### src/rtl/mod_enc_round_ctrl.sv
// AES-256 encryption round sequencer.
// Walks the encryption datapath through the initial key addition, NR-1 full rounds
// and the final round. For each step it drives the round-key index, the addRoundKey
// operand select, the mixColumns enable and the state-register write enable.
`timescale 1ns/1ps

module mod_enc_round_ctrl #(
    parameter int unsigned NR  = 14,
    parameter int unsigned RKW = 4
) (
    input  logic           clk,
    input  logic           rst,
    input  logic           key_ready,
    input  logic           in_valid,
    output logic           in_ready,
    output logic [RKW-1:0] rk_idx,
    output logic           sel_in,
    output logic           en_mix,
    output logic           state_we,
    output logic           busy,
    output logic           out_valid,
    input  logic           out_ready,
    output logic           err
);

    typedef enum logic [2:0] {
        StIdle,
        StInit,
        StRound,
        StFinal,
        StDone
    } state_e;

    // Last full round; the cycle after it is the final round.
    localparam logic [RKW-1:0] LastRound = RKW'(NR - 1);
    localparam logic [RKW-1:0] FinalIdx  = RKW'(NR);

    state_e         state_q, state_d;
    logic [RKW-1:0] cnt_q, cnt_d;
    logic           err_q, err_d;

    // New blocks are taken only when idle, keys are valid and reset is not asserted.
    assign in_ready = (state_q == StIdle) & key_ready & ~rst;

    // Next-state, round counter and abort detection.
    always_comb begin
        state_d = state_q;
        cnt_d   = cnt_q;
        err_d   = 1'b0;
        unique case (state_q)
            StIdle: begin
                cnt_d = '0;
                if (in_valid && in_ready) begin
                    state_d = StInit;
                end
            end
            StInit: begin
                if (!key_ready) begin
                    state_d = StIdle;
                    cnt_d   = '0;
                    err_d   = 1'b1;
                end else begin
                    state_d = StRound;
                    cnt_d   = RKW'(1);
                end
            end
            StRound: begin
                if (!key_ready) begin
                    state_d = StIdle;
                    cnt_d   = '0;
                    err_d   = 1'b1;
                end else begin
                    // Counter ends at NR on entry to the final round, so it never wraps.
                    cnt_d = cnt_q + RKW'(1);
                    if (cnt_q == LastRound) begin
                        state_d = StFinal;
                    end
                end
            end
            StFinal: begin
                if (!key_ready) begin
                    state_d = StIdle;
                    cnt_d   = '0;
                    err_d   = 1'b1;
                end else begin
                    state_d = StDone;
                end
            end
            StDone: begin
                // Key loss here does not abort: the ciphertext is already complete.
                if (out_ready) begin
                    state_d = StIdle;
                    cnt_d   = '0;
                end
            end
            default: begin
                state_d = StIdle;
                cnt_d   = '0;
            end
        endcase
    end

    // State, counter and error-pulse registers with synchronous reset.
    always_ff @(posedge clk) begin
        if (rst) begin
            state_q <= StIdle;
            cnt_q   <= '0;
            err_q   <= 1'b0;
        end else begin
            state_q <= state_d;
            cnt_q   <= cnt_d;
            err_q   <= err_d;
        end
    end

    // Datapath controls decoded from the registered state and counter.
    always_comb begin
        rk_idx    = '0;
        sel_in    = 1'b0;
        en_mix    = 1'b0;
        state_we  = 1'b0;
        busy      = 1'b0;
        out_valid = 1'b0;
        unique case (state_q)
            StIdle: begin
                rk_idx = '0;
            end
            StInit: begin
                rk_idx   = '0;
                sel_in   = 1'b1;
                state_we = 1'b1;
                busy     = 1'b1;
            end
            StRound: begin
                rk_idx   = cnt_q;
                en_mix   = 1'b1;
                state_we = 1'b1;
                busy     = 1'b1;
            end
            StFinal: begin
                rk_idx   = FinalIdx;
                state_we = 1'b1;
                busy     = 1'b1;
            end
            StDone: begin
                rk_idx    = FinalIdx;
                out_valid = 1'b1;
            end
            default: begin
                rk_idx = '0;
            end
        endcase
    end

    assign err = err_q;

endmodule
### config.mk
export PLATFORM = sky130hd
export DESIGN_NAME = mod_enc_round_ctrl
export DESIGN_NICKNAME = d
export VERILOG_FILES = /design/src/rtl/mod_enc_round_ctrl.sv
export SDC_FILE = /design/constraint.sdc
export NUM_CORES = 1
export LEC_CHECK = 0
export BUFFER_PORTS_ARGS = -buffer_cell sky130_fd_sc_hd__buf_2
export CORE_MARGIN = 4
export CORE_UTILIZATION = 37
export DETAILED_ROUTE_END_ITERATION = 12
export PLACE_DENSITY = 0.67
export SETUP_SLACK_MARGIN = 0.5
export SKIP_LAST_GASP = 1
export SLEW_MARGIN = 5
export SYNTH_ARGS = -nofsm -noshare
export SYNTH_HDL_FRONTEND = slang
export SYNTH_SLANG_ARGS = --single-unit
### constraint.sdc
create_clock -name clk -period 3.1 [get_ports clk]
set_input_delay 0.62 -clock clk [delete_from_list [all_inputs] [get_ports clk]]
set_output_delay 0.62 -clock clk [all_outputs]
set_load 0.05 [all_outputs]
==> impl_metrics.tcl <==
set metrics [dict create \
    status "finished, final reports clean" \
    synth_adder_area_share_pct 4.95 \
    syn_area_um2 505 \
    ctsResizeCount 0 \
    cp.required_ns 2.48 \
    startpoint "state_q[1]" \
    synth.top_cell.area_share_pct 31.7 \
    post_cts_buffers 0 \
    clockBufferDepth 2 \
    peakVddDrop_v 0.000130 \
    synth_top_cells_by_count "dfxtp_1 (8), nor2_1 (7), o21ai_1 (4)" \
    regToRegStartpoint "state_q[1]" \
    synth_area_leader_cell "dfxtp_1" \
    end_kind "output pin" \
    core_area_um2 1300 \
    port_buffers 15 \
    hp-start "cnt_q[3]" \
    firstDrtPassIters 4 \
    synth_compound_area_share_pct 18.1 \
    grt_pass1_vias 390 \
    p_leak_nw 0.246 \
    hold_viol 0 \
    syn_inst 58 \
    avgSynthCellArea_um2 8.72 \
    fp.dieArea_um2 2020 \
    fin_skew_ns 0.00497 \
    vias 483 \
    hold-worst-slack_ns 0.549 \
    cts_hold_buf 0 \
    nets 80 \
    tightest_slew_ns 0.412 \
    placedCellCount 83 \
    ff2ff_path_depth 3 \
    relSlewSlack_pct 72.5 \
    synth.most_common_cell "dfxtp_1" \
    clock_sinks 8 \
    die_height_um 45.0 \
    cap_violations 0 \
    fin_crit_sh_pct 66.2 \
    cts_tree "yes" \
    drc 0 \
    antenna_found_initial 0 \
    totalWireLength_um 1100 \
    antenna_cells 0 \
    slew_violations 0 \
    tns_ns 0 \
    path_class "flip-flop to output pin" \
    ys.warnings.count 0 \
    synth_top_family_by_area "simple AND/OR/NAND/NOR gates" \
    muxShareOfSynthArea_pct 0 \
    htreeDepth 1 \
    synthFlopType "dfxtp_1" \
    start_util_pct 38.8 \
    yosys.area_share.simple_pct 35.1 \
    cp_max_fo 12 \
    crit_arrival_ns 1.43 \
    grt_pass1_wl_um 1730 \
    wire_per_inst_um 12.8 \
    overflow 0 \
    ys_ff_latch 8 \
    hp-class "flip-flop to flip-flop" \
    synthXorXnorAreaFrac_pct 1.73 \
    clkLatencyLatePin_ns 0.25 \
    synth.distinct_cells 30 \
    synth_edf_count 0 \
    areaGrowthSynthToFinish_pct 16.1 \
    synth-async-reset-ratio_pct 0 \
    rsz0062_at_grt "false" \
    hold_depth 1 \
    grtUsageTotal_pct 12.0 \
    gp_congestion 0.805 \
    final_antenna_net_count 0 \
    start_kind "flip-flop" \
    layout-drive-gt1-share_pct 31.0 \
    cts_buffers 3 \
    cts.clk_slew.worst_paths_ns 0.06 \
    dp_hpwl_um 818 \
    finalCriticalPeriod_ns 2.05 \
    vias_per_cell 5.62 \
    cts_root_buffer "clkbuf_4" \
    fin_cells 86 \
    syn-num-nets 65 \
    grt_max_degree 13 \
    synth.area.top_cells "dfxtp_1 (32%), a311oi_2 (5.9%), nor2_1 (5.2%)" \
    p_per_area_nw_per_um2 374 \
    io_pins 16 \
    row_count 13 \
    max_freq_mhz 487 \
    seq_area_frac_synth_pct 31.7 \
    setup_viol 0 \
    drtIter0Drc 10 \
    die_width_um 45.0 \
]
[path summary, 6_finish.rpt]
kind | endpoint | slack [ns]
max | rk_idx[2] | 1.05
min | cnt_q[3] | 0.55
min reg2reg | cnt_q[3] | 0.55
max reg2reg | cnt_q[3] | 1.66
[cells by family (layout without fill, tap and decap cells)]
logic type | after synthesis | count (layout)
AND/OR/NAND/NOR | 27 | 27
AO/OA/AOI/OAI | 13 | 13
flip-flops | 8 | 8
buffers and inverters | 7 | 20
adder cells (fa/ha/maj) | 2 | 2
XOR/XNOR | 1 | 1
[layout by cell type (no fill, tap or decap), drive strengths merged]
master  synthesis  final
a211oi          1      1
a21oi           3      3
a311oi          2      2
a41oi           1      1
and2            1      1
and3            1      1
and4b           1      1
and4bb          1      1
buf             4     15
clkbuf          1      3
dfxtp           8      8
ha              2      2
inv             2      2
nand2           3      3
nand2b          3      3
nand3           1      1
nand4           1      1
nand4b          1      1
nor2            8      8
nor3            1      1
nor3b           1      1
nor4            1      1
nor4b           3      3
o21ai           6      6
xnor2           1      1
[registers in the layout, summed over array words and instances (netlist names)]
register,cells
state_q,3
err,1
cnt_q,4
[metrics by stage]
step / power [W] / cell area, um^2 / util (%) / setup WS (ns)
3_5_place_dp: 0.000141 / 564 / 43.4 / 1.23
3_3_place_gp: 0.000141 / 564 / 43.4 / 1.24
4_1_cts: 0.000227 / 587 / 45.1 / 1.02
2_1_floorplan: 0.000135 / 505 / - / 0.567
5_1_grt: 0.000232 / 587 / 45.1 / 0.921
6_report: 0.000219 / 587 / 45.1 / 1.05
[worst max-delay path, stage by stage, from the launching register on]
cell	delay, ns
dfxtp_1	0.56
nand2b_1	0.15
o21ai_0	0.18
buf_2	0.29
[power by group]
group | total, W | switching (W) | internal, W
clock network | 0.0000803 | 0.0000360 | 0.0000443
logic | 0.0000312 | 0.0000226 | 0.00000861
registers | 0.000108 | 0.00000346 | 0.000104
[final cells by class]
class / instances / area, um^2
clock buffer: 3 / 22.5
multi-input combinational: 43 / 303
sequential: 8 / 160
fill: 142 / 714
inverter: 2 / 7.51
timing repair buffer: 15 / 75.1
tap: 15 / 18.8
[metal layers]
layer	wire, um	GRT usage, %	part of all wire, %	up-vias
li1	-	-	-	237
met3	92	2.39	8.4	2
met1	501	15.5	46	230
met2	493	16.7	45	14
met5	0	0	0	-
met4	10	10.5	0.91	0
Note: power is estimated with default switching activity, not from simulation.
